**config.mk**
```make
export PLATFORM = sky130hd
export DESIGN_NAME = load_store_unit
export DESIGN_NICKNAME = d
export VERILOG_FILES = /design/src/rtl/load_store_unit.sv
export SDC_FILE = /design/constraint.sdc
export NUM_CORES = 1
export LEC_CHECK = 0
export ABC_AREA = 1
export BUFFER_PORTS_ARGS = -buffer_cell sky130_fd_sc_hd__buf_2
export CAP_MARGIN = 10
export CORE_UTILIZATION = 44
export CTS_CLUSTER_SIZE = 25
export DETAILED_ROUTE_END_ITERATION = 8
export GPL_TIMING_DRIVEN = 0
export MAX_ROUTING_LAYER = met4
export PLACE_DENSITY = 0.69
export SLEW_MARGIN = 10
export SYNTH_ARGS = -nofsm -noshare
export SYNTH_HDL_FRONTEND = slang
export SYNTH_SLANG_ARGS = --single-unit
```
**constraint.sdc**
```tcl
create_clock -name clk -period 7.03 [get_ports clk]
set_clock_uncertainty 0.2 [all_clocks]
set_input_delay 0.3515 -clock clk [delete_from_list [all_inputs] [get_ports clk]]
set_output_delay 0.3515 -clock clk [all_outputs]
set_load 0.03 [all_outputs]
```
**src/rtl/load_store_unit.sv**
```systemverilog
// Load/store unit: one request at a time against a word-wide single-port
// data memory, with sub-word loads extracted and SB/SH done as read-modify-write.
module load_store_unit #(
    parameter int MEM_WORDS = 4096
) (
    input  logic        clk,
    input  logic        rst_n,
    input  logic        req_valid,
    output logic        req_ready,
    input  logic        req_we,
    input  logic [2:0]  req_funct3,
    input  logic [31:0] req_addr,
    input  logic [31:0] req_wdata,
    output logic        resp_valid,
    output logic [31:0] resp_rdata,
    output logic        resp_error,
    output logic [31:0] mem_addr,
    output logic        mem_r_enable,
    output logic        mem_w_enable,
    output logic [31:0] mem_wdata,
    input  logic [31:0] mem_rdata
);

    localparam logic [31:0] MEM_WORDS_W = 32'(MEM_WORDS);

    typedef enum logic [2:0] {
        IDLE,
        RD,
        RD_WAIT,
        WR,
        RESP
    } state_t;

    state_t      state;
    logic [1:0]  off_q;
    logic [2:0]  f3_q;
    logic        we_q;
    logic [15:0] wdata_q;

    logic        f3_bad;
    logic        misaligned;
    logic        out_of_range;
    logic        acc_err;
    logic        is_sw;
    logic [7:0]  rd_byte;
    logic [15:0] rd_half;
    logic [31:0] load_val;
    logic [31:0] merge_val;

    // Request legality is decided from the live inputs in the accept cycle.
    always_comb begin
        f3_bad     = 1'b0;
        misaligned = 1'b0;
        unique case (1'b1)
            req_we:  f3_bad = (req_funct3 >= 3'd3);
            !req_we: f3_bad = (req_funct3 == 3'd3) || (req_funct3[2:1] == 2'b11);
        endcase
        case (req_funct3[1:0])
            2'd1:    misaligned = req_addr[0];
            2'd2:    misaligned = |req_addr[1:0];
            default: misaligned = 1'b0;
        endcase
        out_of_range = {2'b00, req_addr[31:2]} >= MEM_WORDS_W;
        acc_err      = f3_bad | misaligned | out_of_range;
        is_sw        = req_we && (req_funct3[1:0] == 2'd2);
    end

    always_comb begin
        rd_byte  = mem_rdata[{off_q, 3'b000} +: 8];
        rd_half  = off_q[1] ? mem_rdata[31:16] : mem_rdata[15:0];
        load_val = mem_rdata;
        case (f3_q)
            3'd0:    load_val = {{24{rd_byte[7]}}, rd_byte};
            3'd1:    load_val = {{16{rd_half[15]}}, rd_half};
            3'd4:    load_val = {24'h0, rd_byte};
            3'd5:    load_val = {16'h0, rd_half};
            default: load_val = mem_rdata;
        endcase
    end

    always_comb begin
        merge_val = mem_rdata;
        if (f3_q[1:0] == 2'd1)
            merge_val[{off_q[1], 4'b0000} +: 16] = wdata_q;
        else
            merge_val[{off_q, 3'b000} +: 8] = wdata_q[7:0];
    end

    always_ff @(posedge clk or negedge rst_n) begin
        if (!rst_n) begin
            state        <= IDLE;
            off_q        <= 2'b00;
            f3_q         <= 3'b000;
            we_q         <= 1'b0;
            wdata_q      <= 16'h0;
            req_ready    <= 1'b0;
            resp_valid   <= 1'b0;
            resp_error   <= 1'b0;
            resp_rdata   <= 32'h0;
            mem_addr     <= 32'h0;
            mem_r_enable <= 1'b0;
            mem_w_enable <= 1'b0;
            mem_wdata    <= 32'h0;
        end else begin
            case (state)
                IDLE: begin
                    if (req_valid && req_ready) begin
                        req_ready <= 1'b0;
                        off_q     <= req_addr[1:0];
                        f3_q      <= req_funct3;
                        we_q      <= req_we;
                        wdata_q   <= req_wdata[15:0];
                        mem_addr  <= {req_addr[31:2], 2'b00};
                        if (acc_err) begin
                            resp_valid <= 1'b1;
                            resp_error <= 1'b1;
                            resp_rdata <= 32'h0;
                            state      <= RESP;
                        end else if (is_sw) begin
                            mem_w_enable <= 1'b1;
                            mem_wdata    <= req_wdata;
                            state        <= WR;
                        end else begin
                            mem_r_enable <= 1'b1;
                            state        <= RD;
                        end
                    end else begin
                        req_ready <= 1'b1;
                    end
                end
                RD: begin
                    mem_r_enable <= 1'b0;
                    state        <= RD_WAIT;
                end
                RD_WAIT: begin
                    if (we_q) begin
                        mem_wdata    <= merge_val;
                        mem_w_enable <= 1'b1;
                        state        <= WR;
                    end else begin
                        resp_rdata <= load_val;
                        resp_valid <= 1'b1;
                        resp_error <= 1'b0;
                        state      <= RESP;
                    end
                end
                WR: begin
                    mem_w_enable <= 1'b0;
                    resp_valid   <= 1'b1;
                    resp_error   <= 1'b0;
                    resp_rdata   <= 32'h0;
                    state        <= RESP;
                end
                RESP: begin
                    resp_valid <= 1'b0;
                    resp_error <= 1'b0;
                    req_ready  <= 1'b1;
                    state      <= IDLE;
                end
                default: begin
                    mem_r_enable <= 1'b0;
                    mem_w_enable <= 1'b0;
                    resp_valid   <= 1'b0;
                    req_ready    <= 1'b0;
                    state        <= IDLE;
                end
            endcase
        end
    end

endmodule

```
Word-level counts from Yosys, hierarchy flattened
Index checks and enable logic that the tools add are counted.

Word-level logic and storage cells: 105. Flip-flop bits (word level): 124.

Magnitude comparators: 2. Shifts and indexed selects: 5. Bitwise logic cells: 5. Eq/ne operators: 19. Reduce and logical (&&, ||, !) cells: 21. Multiplexer cells: 38. Add/subtract/negate cells: 2.

Operators with widths (number): 32-bit 2-to-1 mux (8); 32-bit one-hot mux with 4 select lines (1); 32-bit one-hot mux with 3 select lines (1); 32-bit bitwise mux (2); 32-bit one-hot mux with 2 select lines (1); 16-bit by 7-bit variable shift with 32-bit output (first input constant) (1); 8-bit by 7-bit variable shift with 32-bit output (first input constant) (1); 16-bit by 7-bit variable part select with 32-bit output (1); 32-bit by 6-bit variable part select with 8-bit output (1); 8-bit by 7-bit variable part select with 32-bit output (1); 30-bit by 13-bit >= comparator with 1-bit output (second input constant) (1); 16-bit 2-to-1 mux (1); 4-bit AND reduction (4); 2-bit != test (second input constant) (7); 5-bit negator with 7-bit output (2); 1-bit 2-to-1 mux (12); 3-bit one-hot mux with 4 select lines (1); 5-bit AND reduction (2); 3-bit by 2-bit equality test with 1-bit output (second input constant) (3); 3-bit equality test (second input constant) (3); 3-bit 2-to-1 mux (3); 1-bit one-hot mux with 3 select lines (3); 3-bit by 1-bit equality test with 1-bit output (second input constant) (2); 3-bit logical NOT (2); other kinds (16) (28).

Logic depth before layout (Yosys ltp)
Gate-level depths: netlist of run 1.

Depth in word-level cells: 8. Mapped depth: 13. Gate-level depth less buffers: 10.

Least setup slack after synthesis of run 1
OpenSTA, ideal clock, no wires.

Path type: register to register. Start point: register off_q[1]. End point: register mem_wdata[13]. Buffers on the path: 4. Setup slack: 4.602 ns. Data arrival time: 2.110 ns. Cell stages (with the launch flop): 14. Required time: 6.712 ns. Period minus slack after synthesis: 2.428 ns. Library setup time: 0.118 ns. Cell sequence: dfrtp_1 -> buf_2 -> inv_2 -> clkbuf_1 -> ha_1 -> clkbuf_1 -> clkbuf_1 -> nor2_1 -> nand2_1 -> nor2_1 -> nor2_1 -> o21ai_0 -> nand4_1 -> nand2_1.

Longest elaborated chain between the ends: 6.

Ends and longest elaborated chain: from (decl) (line 35) `logic [1:0] off_q;`; from (signal assigned) (line 109) `off_q <= req_addr[1:0];`; 5-bit negator with 7-bit output (on tied branches) (line 84, 86); 16-bit by 7-bit variable part select with 32-bit output, or another cell as far along (line 84) `merge_val[{off_q[1], 4'b0000} +: 16] = wdata_q;`; 32-bit bitwise mux (on tied branches) (line 84, 86); 32-bit 2-to-1 mux (*) (line 83) `if (f3_q[1:0] == 2'd1)`; 32-bit 2-to-1 mux (*) (line 136) `if (we_q) begin`; 32-bit one-hot mux with 2 select lines (*) (line 105) `case (state)`; to (signal assigned) (line 121) `mem_wdata <= req_wdata;`; to (signal assigned) (line 137) `mem_wdata <= merge_val;`; to (decl) (line 20) `output logic [31:0] mem_wdata,`.

Mark *: on every way between the ends. The rest lies on a longest branch, timed or not. The select of a mux whose other input is x is not followed. A chain may end at the register's enable or synchronous reset.

Worst setup path after layout of run 1
Start point: register off_q[1]. End point: register mem_wdata[29].

Same word-level chain as after synthesis.

==> qor.yml, run 1 <==
run_status:
  status: "finished clean"
synth:
  synth_cell_types: 28
  seq_area_frac_synth: 0.414
  synth-compound-area-share: 0.0949
  yosys.area_share.simple: 0.392
  avgSynthCellArea_um2: 6.71
  synth_ff_type: "dfrtp_1"
  yosys.area_share.xor_xnor: 0
  synth_edf_count: 0
  ys_ff_latch: 124
  synth_top_family_by_area: "simple AND/OR/NAND/NOR gates"
  muxShareOfSynthArea: 0
  yosys_warnings: 0
  netlist_instances: 1119
  synthArstFlopShare: 1.00
  netlist_area_um2: 7500
  synthAdderAreaFrac: 0.0133
floorplan:
  dieArea_um2: 17600
  io_pins: 204
  num_rows: 47
  die_x_um: 133
  fp.dieH_um: 133
  coreArea_um2: 16600
  initial_core_util: 0.451
final_layout:
  multiInputGateArea_um2: 3760
  fin_nets: 1502
  antenna_cells: 0
  fillers: 1639
  final_common_cell: "nand2_1"
  area_growth_pct: 32.1
  mostFrequentLayoutCells: "nand2_1 (465), buf_2 (222), dfrtp_1 (124)"
  regArea_um2: 3100
  drive_gt1_frac: 0.207
global_routing:
  gr-usage-all-layers: 0.316
  grt_pass1_vias: 8076
  grt_max_degree: 70
  antenna_found_initial: 0
  grt_pass1_wl_um: 41600
  grt_overflow: 0
cts:
  clk_pin_slew_ns: 0.06
  cts_resized: 0
  insertion_delay_ns: 0.43
  h-tree-depth: 4
  cts_tree: "yes"
  cts_sinks: 124
  clk_path_buf_depth: 2
  cts-root-buf: "clkbuf_16"
  cts_buffers: 17
placed_design:
  gp_congestion: 0.940
  hpwl_um: 19800
  dp_slack_ns: 3.92
  portBuffers: 201
routing:
  wire_per_inst_um: 16.3
  wl_um: 26400
  drc: 0
  via_per_inst: 5.14
  antenna_left: 0
  drtIter0Drc: 591
  drt-pass1-iter-count: 5
  num_vias: 8349
critical_path:
  worstPathCellList: "buf_2 > inv_2 > clkbuf_1 > ha_1 > clkbuf_1 > clkbuf_1 > nor2_1 > nand2_1 > nor2_1 > nor2_1 > o21ai_1 > nand4_1 > nand2_1"
  slowest_stage: "clkbuf_1"
  path_class: "flop to flop"
  cp_data_required_time_ns: 7.15
  path_max_fanout: 12
  worstSetupStartpointType: "flop"
  crit_arrival_ns: 3.29
  max_stage_delay_ns: 0.48
  endpoint_kind: "flop"
min_path:
  hp-class: "input port to flop"
power:
  irDropWorstVdd_v: 0.000246
  power_density_nw_per_um2: 407
  power.total_uw: 4030
  p_leak_uw: 0.00553
sta:
  fin_crit_ns: 3.17
  max-slew-margin-rel: 0.597
  finalSetupViolCount: 0
  final_hold_viol_count: 0
  period_share: 0.451
  tightest_slew_ns: 0.603
  finalSetupTns_ns: 0
  slew_viol_final: 0
  rsz0062_at_grt: "no"
  fin_ws_ns: 3.86
  max_freq_mhz: 315
run:
  maxCapViolCount: 0
[per-stage QoR]
stage	util	area [µm²]	hold WS [ns]	cells
after floorplan	-	7510	-0.144	1120
after global placement	0.528	8790	0.250	1541
after detailed placement	0.530	8820	0.138	1542
after CTS	0.596	9910	0.00982	1624
after global routing	0.596	9910	0.0353	1624
final	0.596	9910	0.0175	1624
[routing by layer]
| layer | global-route usage | share of wire | up-vias |
|---|---|---|---|
| met1 | 0.402 | 0.43 | 3822 |
| met4 | 0.0932 | 0.022 | 0 |
| met2 | 0.503 | 0.47 | 361 |
| li1 | - | - | 4117 |
| met5 | - | 0 | - |
| met3 | 0.0716 | 0.078 | 49 |
[registers in the layout, summed over array words and instances (netlist names), 2 cells and up]
| register | cells |
|---|---|
| mem_wdata | 32 |
| resp_rdata | 32 |
| mem_addr | 30 |
| wdata_q | 16 |
| f3_q | 3 |
| state | 3 |
| off_q | 2 |
[worst max-delay path, delay by kind of cell (launching register included)]
kind / cells / cell delay, ns
AND/OR/NAND/NOR: 6 / 0.58
buffers and inverters: 5 / 1.52
AO/OA/AOI/OAI: 1 / 0.09
adder cells (fa/ha/maj): 1 / 0.25
flip-flops: 1 / 0.40
[synth_stat cells, types with 2 or more instances]
cell      number  area share
buf_2         22       0.015
nor2_1       108       0.054
inv_2         11      0.0055
nand2_2        3      0.0025
nand3_4        2      0.0047
o21ai_1        9      0.0060
nor3_1         4      0.0027
buf_1          4      0.0020
a21oi_1       19       0.013
dfrtp_1      124        0.41
inv_1         67       0.034
ha_1           8       0.013
buf_4         11       0.011
nand4_1       48       0.040
nand3_1       78       0.052
o211ai_1      16       0.016
nand2_1      465        0.23
clkbuf_1      26       0.013
o21ai_0       82       0.055
buf_6          4      0.0060
[power by group]
part	leakage [µW]	total [µW]	internal, µW	switching [µW]
registers	0.00159	1110	953	155
clock network	0.000285	887	510	377
logic	0.00365	2030	570	1460
[what timing repair did]
item                      4_1_cts  5_1_grt
hold endpoints to repair      104        0
buffers inserted                0        0
hold buffers                   50        0
[path summary, 6_finish.rpt]
path	slack (ns)	end	cells past startpoint	from
max	3.86	mem_wdata[29]	13	off_q[1]
min reg2reg	0.26	mem_wdata[14]	2	mem_wdata[14]
min	0.02	f3_q[1]	3	req_funct3[1]
min in group asynchronous	0.23	mem_wdata[0]	2	rst_n
max in group asynchronous	5.69	f3_q[0]	3	rst_n
max reg2reg	3.86	mem_wdata[29]	13	off_q[1]
[kinds of logic after synthesis]
logic type | after synthesis
simple gates | 710
buf+inv | 146
flops | 124
compound gates | 130
other cells | 1
fa+ha+maj | 8
[final cells by class]
class                   instances  share of cell area
clock inverters                14              0.0150
flip-flops and latches        124               0.313
repair buffers                252               0.155
inverters                      79              0.0299
multi-input cells             850               0.379
plain buffers                  67              0.0353
well taps                     220              0.0278
clock buffers                  18              0.0443
(Power assumes the default switching activity.)
==> run 2: changes to the inputs <==
--- a/config.mk
+++ b/config.mk
@@ -5,7 +5,7 @@
 export SDC_FILE = /design/constraint.sdc
 export NUM_CORES = 1
 export LEC_CHECK = 0
-export ABC_AREA = 1
+export ABC_AREA = 0
 export BUFFER_PORTS_ARGS = -buffer_cell sky130_fd_sc_hd__buf_2
 export CAP_MARGIN = 10
 export CORE_UTILIZATION = 44
@@ -13,7 +13,7 @@
 export DETAILED_ROUTE_END_ITERATION = 8
 export GPL_TIMING_DRIVEN = 0
 export MAX_ROUTING_LAYER = met4
-export PLACE_DENSITY = 0.69
+export PLACE_DENSITY = 0.73
 export SLEW_MARGIN = 10
 export SYNTH_ARGS = -nofsm -noshare
 export SYNTH_HDL_FRONTEND = slang
==> constraint.sdc (replaced) <==
create_clock -name clk -period 2.85 [get_ports clk]
set_clock_uncertainty 0.2 [all_clocks]
set_input_delay 0.1425 -clock clk [delete_from_list [all_inputs] [get_ports clk]]
set_output_delay 0.1425 -clock clk [all_outputs]
set_load 0.03 [all_outputs]
==> run 2 against run 1 <==
Total power rose by 44%. Die area fell by 15%. First-iteration DRC count fell by 35%. Combinational power fell by 29%. Routed wire length fell by 19%. Highest routed layer unchanged.
==> qor.yml, run 2 <==
cts:
  insertion_delay_ns: 0.42
  cts-root-buf: "clkbuf_16"
  clk_pin_slew_ns: 0.06
  h-tree-depth: 4
  cts_tree: "yes"
  cts_sinks: 124
  cts_buffers: 17
  clk_path_buf_depth: 2
floorplan:
  io_pins: 204
  dieArea_um2: 15000
  die_x_um: 122
  num_rows: 43
  fp.dieH_um: 122
  initial_core_util: 0.455
  coreArea_um2: 14000
sta:
  tightest_slew_ns: 0.736
  slew_viol_final: 0
  max_freq_mhz: 360
  period_share: 0.973
  max-slew-margin-rel: 0.509
  finalSetupViolCount: 0
  hold_ws_ns: 0.00392
  finalSetupTns_ns: 0
  final_hold_viol_count: 0
  fin_crit_ns: 2.77
  rsz0062_at_grt: "no"
synth:
  netlist_top_cells_count: "dfrtp_1 (124), mux2_2 (61), nor2_1 (57), a21oi_1 (44), nand2b_1 (33)"
  netlist_instances: 568
  synth_edf_count: 0
  synth_cell_types: 45
  yosysTopAreaCell: "dfrtp_1"
  synth_top_area_frac: 0.487
  seq_area_frac_synth: 0.487
  avgSynthCellArea_um2: 11.2
  yosys_warnings: 0
  netlist_area_um2: 6370
  yosysMostFrequentCell: "dfrtp_1"
  synthTopCellsByArea: "dfrtp_1 (49%), mux2_2 (11%), mux2_4 (6.8%), a21oi_1 (3.5%), nor2_1 (3.4%)"
  synth_ff_type: "dfrtp_1"
  synthArstFlopShare: 1.00
  ys_ff_latch: 124
run:
  maxCapViolCount: 0
placed_design:
  portBuffers: 201
  gp_congestion: 0.933
  hpwl_um: 14200
critical_path:
  endpoint_kind: "flop"
  path_class: "input port to flop"
  worstPathCellList: "dlygate4sd3_1 > buf_2 > nor4_1 > nand2_1 > or4_1 > buf_2 > o31a_1 > buf_6 > buf_12 > mux2_4"
  worstSetupStartpointType: "input port"
  cp_top_family: "buffers and inverters"
  crit_top_cell: "buf_2"
  slowest_stage: "dlygate4sd3_1"
  path_max_fanout: 10
  crit_arrival_ns: 2.88
  cp_data_required_time_ns: 2.95
  max_stage_delay_ns: 0.54
  critical_path_buf_inv_count: 5
final_layout:
  fin_nets: 1001
  final_common_cell: "buf_2"
  mostFrequentLayoutCells: "buf_2 (204), dfrtp_1 (124), dlygate4sd3_1 (97)"
  top_regs: "mem_wdata: 32 flops, resp_rdata: 32 flops, mem_addr: 30 flops"
  antenna_cells: 0
  fillers: 1058
  drive_gt1_frac: 0.392
  area_growth_pct: 46.2
routing:
  drc: 0
  drtIter0Drc: 387
  antenna_left: 0
  wl_um: 21300
  via_per_inst: 5.56
  wire_per_inst_um: 19.7
  num_vias: 6022
  drt-pass1-iter-count: 5
power:
  p_leak_uw: 0.00441
  power.total_uw: 5790
  share_comb_of_total_power: 0.249
  clkPwrFrac: 0.384
  irDropWorstVdd_v: 0.000456
  p_sw_frac: 0.321
  p_int_uw: 3930
  switchingPower_uw: 1860
  power_density_nw_per_um2: 622
  p_seq_frac: 0.366
global_routing:
  grt_max_degree: 69
  grt_pass1_vias: 6237
  grt_overflow: 0
  gr-usage-all-layers: 0.302
  grt_pass1_wl_um: 32700
  antenna_found_initial: 0
run_status:
  status: "finished clean"
min_path:
  hp-class: "input port to flop"
run 2: cell count changes after synthesis, sizes merged, moves of 24 or more:
cell    change
nand3      -75
a21oi      +25
mux2       +90
nor2       -52
buf        -30
nand2     -436
nand2b     +33
nand4      -48
o21ai      -81
a221oi     +24
inv        -63
run 2: kinds of logic after synthesis:
family,Yosys count,synth area share
multiplexers,99,0.192
buffers and inverters,53,0.0420
other,1,0.000589
AND/OR/NAND/NOR,149,0.112
AO/OA/AOI/OAI,134,0.150
adder cells (fa/ha/maj),8,0.0157
flip-flops,124,0.487
run 2: layout make-up:
| cell class | instances | area, µm² | share of cell area |
|---|---|---|---|
| clock inverter | 14 | 169 | 0.0181 |
| sequential | 124 | 3100 | 0.333 |
| timing repair buffer | 303 | 2040 | 0.219 |
| buffer | 37 | 215 | 0.0231 |
| clock buffer | 18 | 439 | 0.0472 |
| multi-input combinational | 392 | 3060 | 0.329 |
| tap | 180 | 225 | 0.0242 |
| inverter | 15 | 60.1 | 0.00645 |
run 2: worst paths after layout:
kind | startpoint | end | slack (ns) | cells past startpoint
min in group asynchronous | rst_n | resp_rdata[21] | 0.04 | 2
min reg2reg | mem_w_enable | mem_w_enable | 0.29 | 2
min | req_wdata[25] | mem_wdata[25] | 0.004 | 4
max reg2reg | off_q[1] | mem_wdata[29] | 0.12 | 9
max in group asynchronous | rst_n | mem_addr[2] | 1.69 | 3
max | req_addr[31] | mem_wdata[31] | 0.08 | 10
run 2: worst register-to-register path, cell delays in order (launching register included):
cell and delay, ns:
dfrtp_1 0.37, clkbuf_2 0.19, clkbuf_4 0.25, clkinvlp_4 0.15
ha_1 0.34, nand2b_1 0.20, nor4_4 0.42, nand2_1 0.18
a21oi_1 0.19, mux2_4 0.16
run 2: metrics by stage:
stage               worst slack (ns)  area [µm²]  instances   util
floorplan                     0.0766        6380        569      -
global placement              -0.581        7620        950  0.544
detailed placement            -0.642        7650        951  0.547
CTS                           0.0246        9270       1081  0.663
global route                  0.0158        9310       1083  0.666
finish                        0.0759        9310       1083  0.666
run 2: per-layer routing:
metal / wire length, µm / global-route usage / up-vias
met5: 0 / - / -
li1: - / - / 2699
met3: 1400 / 0.0660 / 72
met1: 8590 / 0.351 / 2931
met4: 914 / 0.165 / 0
met2: 10400 / 0.486 / 320
run 2: power by group through the flow:
stage / registers (µW) / logic, µW / clock network (µW)
floorplan: 2340 / 602 / 0
global placement: 2130 / 1230 / 0
detailed placement: 2130 / 1270 / 0
CTS: 2110 / 1410 / 2260
global route: 2140 / 1540 / 2350
finish: 2120 / 1440 / 2230
run 2: timing repair:
action | in CTS | in global routing
hold buffers | 97 | 0
endpoints found under the setup margin | 32 | 49
pin swaps | 0 | 1
setup buffers | 2 | 2
hold endpoints to repair | 234 | 0
gates resized for setup | 6 | 10
==> run 3: changes to the inputs <==
--- a/config.mk
+++ b/config.mk
@@ -9,6 +9,7 @@
 export BUFFER_PORTS_ARGS = -buffer_cell sky130_fd_sc_hd__buf_2
 export CAP_MARGIN = 10
 export CORE_UTILIZATION = 44
+export CTS_BUF_LIST = sky130_fd_sc_hd__clkbuf_8
 export CTS_CLUSTER_SIZE = 25
 export DETAILED_ROUTE_END_ITERATION = 8
 export GPL_TIMING_DRIVEN = 0
==> run 3 against run 2 <==
Cell area fell by 1.6%. Sequential power barely moved. Register-to-register slack barely moved. Combinational power barely moved. Non-clock buffer count rose by 4. Fmax rose by 1.5%. Routed wire length fell by 0.15%. Critical path type is now flop to flop.
==> qor.yml, run 3 (same netlist as run 2, synthesis figures left out) <==
routing:
  wl_um: 21300
  drt-pass1-iter-count: 5
  via_per_inst: 5.56
  antenna_left: 0
  wire_per_inst_um: 19.6
  num_vias: 6043
  drc: 0
  drtIter0Drc: 365
sta:
  period_share: 0.959
  slew_viol_final: 0
  final_hold_viol_count: 0
  max_freq_mhz: 366
  hold_ws_ns: 0.0176
  finalSetupViolCount: 0
  max-slew-margin-rel: 0.522
  finalSetupTns_ns: 0
  tightest_slew_ns: 0.718
  fin_crit_ns: 2.73
power:
  power.total_uw: 5200
  p_leak_uw: 0.00434
  power_density_nw_per_um2: 567
  irDropWorstVdd_v: 0.000453
final_layout:
  mostFrequentLayoutCells: "buf_2 (204), dfrtp_1 (124), dlygate4sd3_1 (102)"
  drive_gt1_frac: 0.390
  postLayoutCellArea_um2: 9160
  top_regs: "mem_wdata: 32 flops, resp_rdata: 32 flops, mem_addr: 30 flops"
  antenna_cells: 0
  fin_nets: 1005
  final_common_cell: "buf_2"
  area_growth_pct: 43.9
critical_path:
  rr_startpoint: "off_q[1]"
  worstReg2RegEnd: "mem_wdata[26]"
  crit_start: "off_q[1]"
  cp_data_required_time_ns: 3.04
  endpoint_kind: "flop"
  crit_arrival_ns: 2.92
  path_class: "flop to flop"
  path_max_fanout: 10
  worstSetupStartpointType: "flop"
  reg2reg_slack_ns: 0.12
  r2r_cells: 10
  cp-endpoint: "mem_wdata[26]"
run_status:
  status: "finished clean"
global_routing:
  use_met3: 0.0702
  grt_use_met1: 0.358
  grt_pass1_wl_um: 32800
  antenna_found_initial: 0
  grt_use_met2: 0.492
  gr-usage-all-layers: 0.304
  grt_max_degree: 69
  busiest_layer: "met2"
  grt_pass1_vias: 6168
  grt_overflow: 0
cts:
  h-tree-depth: 4
  clk_path_buf_depth: 2
  clk_pin_slew_ns: 0.08
  cts_tree: "yes"
  cts-root-buf: "clkbuf_8"
  cts_buffers: 17
  cts_sinks: 124
  insertion_delay_ns: 0.45
floorplan:
  dieArea_um2: 15000
  initial_core_util: 0.455
  io_pins: 204
  fp.dieH_um: 122
  die_x_um: 122
  num_rows: 43
  coreArea_um2: 14000
min_path:
  hp-class: "input port to asynchronous set/reset pin"
placed_design:
  gp_congestion: 0.933
  portBuffers: 201
  hpwl_um: 14200
  place_area_um2: 7650
run:
  maxCapViolCount: 0
## run 3: where the power goes
group          leakage, µW  internal, µW  switching [µW]
clock network     0.000197           888             747
logic              0.00259           583             863
registers          0.00155          1950             167
total              0.00434          3420            1780
## run 3: cell type report
type	instances	area, µm²
timing repair buffer	307	2080
clock buffer	18	248
clock inverter	14	169
multi-input combinational	392	3060
buffer	37	216
fill	1071	4820
tap	180	225
inverter	15	60.1
sequential	124	3100
## run 3: worst max-delay path: stages (launching register included)
cell and delay (ns):
dfrtp_1 0.38, clkbuf_2 0.20, clkbuf_4 0.25, clkinvlp_4 0.15
ha_1 0.34, nand2b_1 0.20, nor4_4 0.26, buf_4 0.20
nand2_1 0.07, a21oi_1 0.23, mux2_4 0.20
## run 3: worst min path at each step
stage                     cells after the start        endpoint  slack [ns]   startpoint
after CTS                                     2  resp_rdata[21]        0.03        rst_n
after detailed placement                      1  resp_rdata[21]       -0.05        rst_n
after floorplan                               0         f3_q[0]       -0.35        rst_n
after global placement                        2     mem_addr[8]        0.17  req_addr[8]
final                                         2  resp_rdata[22]        0.02        rst_n
after global routing                          2  resp_rdata[21]        0.07        rst_n
## run 3: through the flow
step,util,setup slack (ns),instances
finish,0.655,0.118,1087
global route,0.655,-0.0167,1087
CTS,0.653,0.0198,1086
detailed placement,0.547,-0.642,951
global placement,0.544,-0.581,950
floorplan,-,0.0766,569
## run 3: repair_timing
item	in CTS	in global routing
buffers inserted	2	1
hold buffers	102	0
endpoints found under the setup margin	32	48
pin swaps	0	1
hold endpoints to repair	242	0
gates resized for setup	6	12
## run 3: layer usage
metal,wire length [µm],up-vias
met5,0,-
met4,860,0
met3,1460,71
met1,8520,2928
met2,10500,331
li1,-,2713
